<file path="src/rtl/s_axi_rd.sv">
`default_nettype none
// ============================================================================
// Module   : s_axi_rd
// Brief    : AXI4-Lite AR/R responder over a word-indexed local memory with
//            a side load port and configurable read latency (1..4).
// Revision : 1.0 - initial release
// ============================================================================
module s_axi_rd #(
    parameter int ADDR_W = 32,
    parameter int DATA_W = 32,
    parameter int DEPTH  = 16,
    parameter int RD_LAT = 1
) (
    input  logic                     i_clk,
    input  logic                     i_resetn,
    input  logic                     s_axi_arvalid,
    output logic                     s_axi_arready,
    input  logic [ADDR_W-1:0]        s_axi_araddr,
    output logic                     s_axi_rvalid,
    input  logic                     s_axi_rready,
    output logic [DATA_W-1:0]        s_axi_rdata,
    output logic [1:0]               s_axi_rresp,
    input  logic                     i_ld_en,
    input  logic [$clog2(DEPTH)-1:0] i_ld_addr,
    input  logic [DATA_W-1:0]        i_ld_data
);

    localparam int              IDX_W     = $clog2(DEPTH);
    localparam logic [ADDR_W:0] DEPTH_EXT = (ADDR_W + 1)'(DEPTH);
    localparam logic [1:0]      CNT_INIT  = 2'(RD_LAT - 1);

    generate
        if (RD_LAT < 1 || RD_LAT > 4) begin : g_bad_rd_lat
            $error("s_axi_rd: RD_LAT must be within 1..4");
        end
    endgenerate

    typedef enum logic [1:0] {
        IDLE = 2'd0,
        BUSY = 2'd1,
        RESP = 2'd2
    } state_t;

    state_t            state;
    state_t            state_nxt;
    logic [1:0]        cnt;
    logic [ADDR_W-1:0] addr_q;
    logic [DATA_W-1:0] rdata_q;
    logic [1:0]        rresp_q;
    logic              live_q;
    logic [DATA_W-1:0] mem [DEPTH];

    logic ar_hs;
    logic r_hs;
    logic sample;
    logic in_range;

    // live_q keeps arready low while in reset and for the first edge after it
    assign s_axi_arready = (state == IDLE) && live_q;
    assign s_axi_rvalid  = (state == RESP);
    assign s_axi_rdata   = rdata_q;
    assign s_axi_rresp   = rresp_q;

    assign ar_hs    = s_axi_arvalid && s_axi_arready;
    assign r_hs     = s_axi_rvalid && s_axi_rready;
    assign sample   = (state == BUSY) && (cnt == 2'd0);
    assign in_range = {1'b0, addr_q} < DEPTH_EXT;

    always_ff @(posedge i_clk or negedge i_resetn) begin
        if (!i_resetn) begin
            state <= IDLE;
        end else begin
            state <= state_nxt;
        end
    end

    always_comb begin
        state_nxt = state;
        case (state)
            IDLE:    if (ar_hs)  state_nxt = BUSY;
            BUSY:    if (sample) state_nxt = RESP;
            RESP:    if (r_hs)   state_nxt = IDLE;
            default: state_nxt = IDLE;
        endcase
    end

    always_ff @(posedge i_clk or negedge i_resetn) begin
        if (!i_resetn) begin
            live_q  <= 1'b0;
            cnt     <= 2'd0;
            addr_q  <= '0;
            rdata_q <= '0;
            rresp_q <= 2'b00;
        end else begin
            live_q <= 1'b1;
            if (ar_hs) begin
                addr_q <= s_axi_araddr;
                cnt    <= CNT_INIT;
            end else if (state == BUSY && cnt != 2'd0) begin
                cnt <= cnt - 2'd1;
            end
            // Sampling with <= against the same-edge load gives read-before-write
            if (sample) begin
                if (in_range) begin
                    rdata_q <= mem[addr_q[IDX_W-1:0]];
                    rresp_q <= 2'b00;
                end else begin
                    rdata_q <= '0;
                    rresp_q <= 2'b11;
                end
            end else if (r_hs) begin
                rdata_q <= '0;
                rresp_q <= 2'b00;
            end
        end
    end

    always_ff @(posedge i_clk or negedge i_resetn) begin
        if (!i_resetn) begin
            for (int i = 0; i < DEPTH; i++) begin
                mem[i] <= '0;
            end
        end else if (i_ld_en) begin
            mem[i_ld_addr] <= i_ld_data;
        end
    end

endmodule
`default_nettype wire

</file>
<file path="config.mk">
export PLATFORM = sky130hd
export DESIGN_NAME = s_axi_rd
export DESIGN_NICKNAME = d
export VERILOG_FILES = /design/src/rtl/s_axi_rd.sv
export SDC_FILE = /design/constraint.sdc
export NUM_CORES = 1
export LEC_CHECK = 0
export ABC_AREA = 1
export CAP_MARGIN = 20
export CORE_MARGIN = 5
export CORE_UTILIZATION = 40
export CTS_CLUSTER_DIAMETER = 60
export DETAILED_ROUTE_END_ITERATION = 8
export PLACE_DENSITY = 0.55
export SYNTH_ARGS = -nofsm -noshare
export SYNTH_HDL_FRONTEND = slang
export SYNTH_SLANG_ARGS = --single-unit
</file>
<file path="constraint.sdc">
create_clock -name i_clk -period 2.75 [get_ports i_clk]
set_input_delay 0.275 -clock i_clk [delete_from_list [all_inputs] [get_ports i_clk]]
set_output_delay 0.275 -clock i_clk [all_outputs]
set_load 0.1 [all_outputs]
</file>
# After elaboration in Yosys (flattened, before gate mapping)
# Cells that the tools add are included.
[totals] in_bits=73 regBits=583 output_inout_bits=36 elab_cells=63
[classes] magnitude_cmp=4 reduce_logical=12 muxes=17 eq_ne=5 addsub=1 bitwise=2
[op_table] operator="512-bit bitwise mux" n=1
[op_table] operator="32-bit two-way mux" n=6
[op_table] operator="32-bit binary-select mux with 4-bit select" n=1
[op_table] operator="32-bit demux with 4-bit select" n=1
[op_table] operator="32-bit by 5-bit < comparator with 1-bit output (second input constant)" n=1
[op_table] operator="2-bit two-way mux" n=7
[op_table] operator="5-bit >= comparator (second input constant)" n=2
[op_table] operator="4-bit inverter with 5-bit output" n=2
[op_table] operator="1-bit logical AND" n=6
[op_table] operator="2-bit one-hot mux with 3 select lines" n=1
[op_table] operator="2-bit nonzero test" n=3
[op_table] operator="5-bit by 1-bit < comparator with 1-bit output (second input constant)" n=1
[op_table] operator="2-bit zero test" n=2
[op_table] operator="2-bit inequality test (second input constant)" n=2
[op_table] operator="3-bit AND reduction" n=1
[op_table] operator="2-bit by 1-bit equality test with 1-bit output (second input constant)" n=1
[op_table] operator="2-bit equality test (second input constant)" n=1
[op_table] operator="2-bit by 1-bit inequality test with 1-bit output (second input constant)" n=1
[op_table] operator="2-bit by 1-bit subtractor with 2-bit output (second input constant)" n=1

# Depth between registers and ports, before layout
[depth] word_depth=6 ltp_mapped=11 depth_no_buf=9

# Worst setup path before layout
# Ideal clock, no wire load.
[synth_timing] kind="reg-to-reg" start="reg state[0]" end="reg addr_q[21]" stages_incl_launch_ff=6 arrival_time_ns=2.501 path_buffers=2 required_ns=2.625 setup_ns=0.125 slack_ns=0.125 period_less_slack_ns=2.625 path_cell_list="dfrtp_1 nor3b_2 nand2_1 buf_2 buf_2 mux2_2"
[synth_via] elab_chain_len=3
[synth_rtl] element="from (decl)" line="44" source="state_t state;"
[synth_rtl] element="from (signal assigned)" line="73" source="state <= state_nxt;"
[synth_rtl] element="2-bit zero test" line="59" source="assign s_axi_arready = (state == IDLE) && live_q;"
[synth_rtl] element="1-bit logical AND" line="59"
[synth_rtl] element="named net s_axi_arready" line="17" source="output logic s_axi_arready,"
[synth_rtl] element="1-bit logical AND" line="64" source="assign ar_hs = s_axi_arvalid && s_axi_arready;"
[synth_rtl] element="to (signal assigned)" line="97" source="addr_q <= s_axi_araddr;"
[synth_rtl] element="to (decl)" line="47" source="logic [ADDR_W-1:0] addr_q;"
# The timed path passes the listed nets, and every way through them passes these cells.
# A chain may end at the register's enable or synchronous reset.

# Worst setup path after layout
[layout_timing] start="reg cnt[0]" end="reg rdata_q[9], in the netlist s_axi_rdata[9]"
[layout_via] elab_chain_len=3 elab_cells_between_ends=4 cone_classes="mux: 1; reduce/logical: 3"
[layout_rtl] element="from (decl)" line="46" source="logic [1:0] cnt;"
[layout_rtl] element="from (signal assigned)" line="100" source="cnt <= cnt - 2'd1;"
[layout_rtl] element="2-bit zero test (*)" line="66" source="assign sample = (state == BUSY) && (cnt == 2'd0);"
[layout_rtl] element="1-bit logical AND (*)" line="66"
[layout_rtl] element="32-bit two-way mux or 2-bit nonzero test (tied branches)"
[layout_rtl] element="to (signal assigned)" line="105" source="rdata_q <= mem[addr_q[IDX_W-1:0]];"
[layout_rtl] element="to (decl)" line="48" source="logic [DATA_W-1:0] rdata_q;"
# Every way passes the cells marked *; elsewhere a longest branch is shown, timed or not.

==> out/results.ini <==
[cells_and_area]
final_cell_area_um2 = 29700
final_common_cell = nand2_1
nFillCells = 6090
multiInputGateArea_um2 = 9830
drive_gt1_frac = 0.0826
layout.cells.non_filler = 3970
area_growth_pct = 16.2
finalNetCount = 3150
final_cell_mix = nand2_1 (954), dfrtp_1 (578), nand3_1 (481), o21ai_0 (359), nor2_1 (182)
regArea_um2 = 14600
diodes = 0
fin_util = 0.470

[clock_tree]
cts_resized = 0
worst_skew_pair.late_latency_ns = 0.59
clkTransAtPathRegs_ns = 0.06
numCtsBuffers = 68
cts_max_path_buffers = 3
clock-sinks = 582
root_buffer = clkbuf_16
cts_setup_buffers = 0
cts_tree = yes
htree_levels = 3

[floorplan]
start_util = 0.405
die_x_um = 263
io_pins = 109
core_um2 = 63200
dieArea_um2 = 69100
row_count = 92
die_h_um = 263

[timing]
max_freq_mhz = 470
finalMaxSlewViolations = 0
rsz0062_at_grt = false
relSlewSlack = 0.415
tns_ns = 0
worst_pin_slew_ns = 0.878
finalCritPeriodShare = 0.774
holdWs_ns = 0.286
finalSetupViolCount = 0
layout_min_cycle_time_ns = 2.13
fin_skew_ns = 0.0178
fin_ws_ns = 0.621
hold_viol_final = 0

[global_routing]
grt_use_total = 0.215
grt_pass1_vias = 20368
grt_overflow = 0
grt_pass1_wl_um = 120000
antenna_found_initial = 0
grt_max_degree = 129

[synthesis]
yosysWarnings = 0
synth-seq-cells = 582
syn-num-nets = 3149
yosysSeqAreaShare = 0.569
syn_inst = 3075
yosysUniqueCellTypes = 24
avgSynthCellArea_um2 = 8.32
synth_area_um2 = 25600

[worst_setup_path]
required_ns = 3.28
cp_max_fo = 17
path_class = reg -> reg
slowest_stage = nor2_4
worstPathCellList = inv_1 -> ha_1 -> nand3_1 -> nor2_1 -> nand2_1 -> nor2_4 -> buf_12 -> nand3_1 -> nand2_1
end_kind = register
cpLargestDelayFamily = simple AND/OR/NAND/NOR gates
startpoint_type = register
rr_endpoint = s_axi_rdata[9]
cpPeakStageDelay_ns = 0.48
cp_num_cells = 9
cp.arrival_ns = 2.66
path_buf_inv = 2
reg2reg_from = cnt[0]
r2r_setup_slack_ns = 0.62
rr_worst_depth = 9
setup.worst_path.start = cnt[0]
crit_end = s_axi_rdata[9]

[route]
wirelength_um = 75200
wl_met3_um = 3250
wl_per_cell_um = 18.9
routedLengthMet1_um = 32500
drc = 0
detail-route-antenna-nets = 0
via_per_inst = 5.26
vias = 20900
drt_iter0_drc = 1653
highest_layer = met4
dr.pass1.iters = 5
met2_length_um = 37800

[placed_design]
post-place-ws_ns = 0.433
dp_hpwl_um = 41300
place_congestion = 0.759
io_buffers = 108
placed_cell_area_um2 = 27500
dp_cells = 3851

[job]
max-cap-violations = 0

[power]
p_leak_nw = 13.7
p_sw_mw = 10.7
p_int_mw = 19.0
p_sw_frac = 0.360
peakVddDrop_mv = 0.839
p_total_mw = 29.6
combPwrFrac = 0.318
powerDensity_nw_per_um2 = 997
clockPowerShare = 0.295
p_seq_frac = 0.388

[outcome]
status = complete, no violations

[worst_hold_path]
hold_path_class = in -> async

## registers in the layout (all words and copies together), names as in the netlist
name / count
cnt: 2
mem: 512
s_axi_rresp: 1
s_axi_rdata: 32
addr_q: 32
state: 2
live_q: 1
## worst reg2reg max path, stage by stage, from the launching register on
cell and delay, ns:
dfrtp_1 0.36, inv_1 0.09, ha_1 0.17, nand3_1 0.16
nor2_1 0.14, nand2_1 0.09, nor2_4 0.48, buf_12 0.26
nand3_1 0.21, nand2_1 0.10
## cell type report
class                      count  share of cell area
multi-input combinational   2189               0.331
sequential                   582               0.491
inverter                      57             0.00754
tap                          846              0.0356
timing repair buffer         178              0.0623
clock inverter                 6             0.00114
clock buffer                 112              0.0717
## routing by layer
metal,GRT usage,vias to the layer above
met5,0,-
met2,0.377,499
met4,0.0588,0
li1,-,10075
met1,0.282,10222
met3,0.0279,104
## worst min-delay path by stage
stage,cells past startpoint,end,slack [ns],start
after detailed placement,1,mem[282],0.31,i_resetn
after floorplan,0,addr_q[0],-0.02,i_resetn
after global routing,3,addr_q[1],0.27,s_axi_araddr[1]
after CTS,3,addr_q[0],0.25,s_axi_araddr[0]
final,2,mem[122],0.29,i_resetn
after global placement,1,mem[282],0.31,i_resetn
## timing repair
| action | in CTS | in global routing |
|---|---|---|
| setup endpoints to repair | 0 | 0 |
| hold buffers | 1 | 0 |
| endpoints found under the hold margin | 44 | 0 |
## synthesized netlist by cell type (all sizes together)
library cell	n	area [um^2]
mux2	28	315
a21oi	160	801
nand3	485	2430
conb	1	3.75
nor2	186	706
o21ai	359	1800
nor3	3	37.5
inv	57	214
clkbuf	152	571
o22ai	1	6.26
nand2	961	3620
o31ai	1	7.51
nor3b	1	12.5
nand3b	2	18.8
dfrtp	582	14600
buf	95	458
ha	1	12.5
## power by group through the flow
stage / Sequential [mW] / Clock (mW) / Combinational [mW]
floorplan: 11.4 / 0 / 6.51
global placement: 11.5 / 0 / 9.33
detailed placement: 11.6 / 0 / 9.47
CTS: 11.5 / 8.97 / 9.50
global route: 11.7 / 9.34 / 10.6
finish: 11.5 / 8.73 / 9.41
## logic make-up (layout without fill, tap and decap cells)
kind of cell | count (synthesis) | in the layout | share of synthesized area
simple gates | 1638 | 1638 | 0.267
compound gates | 521 | 521 | 0.102
mux | 28 | 28 | 0.0123
flops | 582 | 582 | 0.569
buf+inv | 304 | 353 | 0.0486
other cells | 1 | 1 | 0.000147
fa+ha+maj | 1 | 1 | 0.000489
No activity file was read; power rests on OpenSTA's default activity.
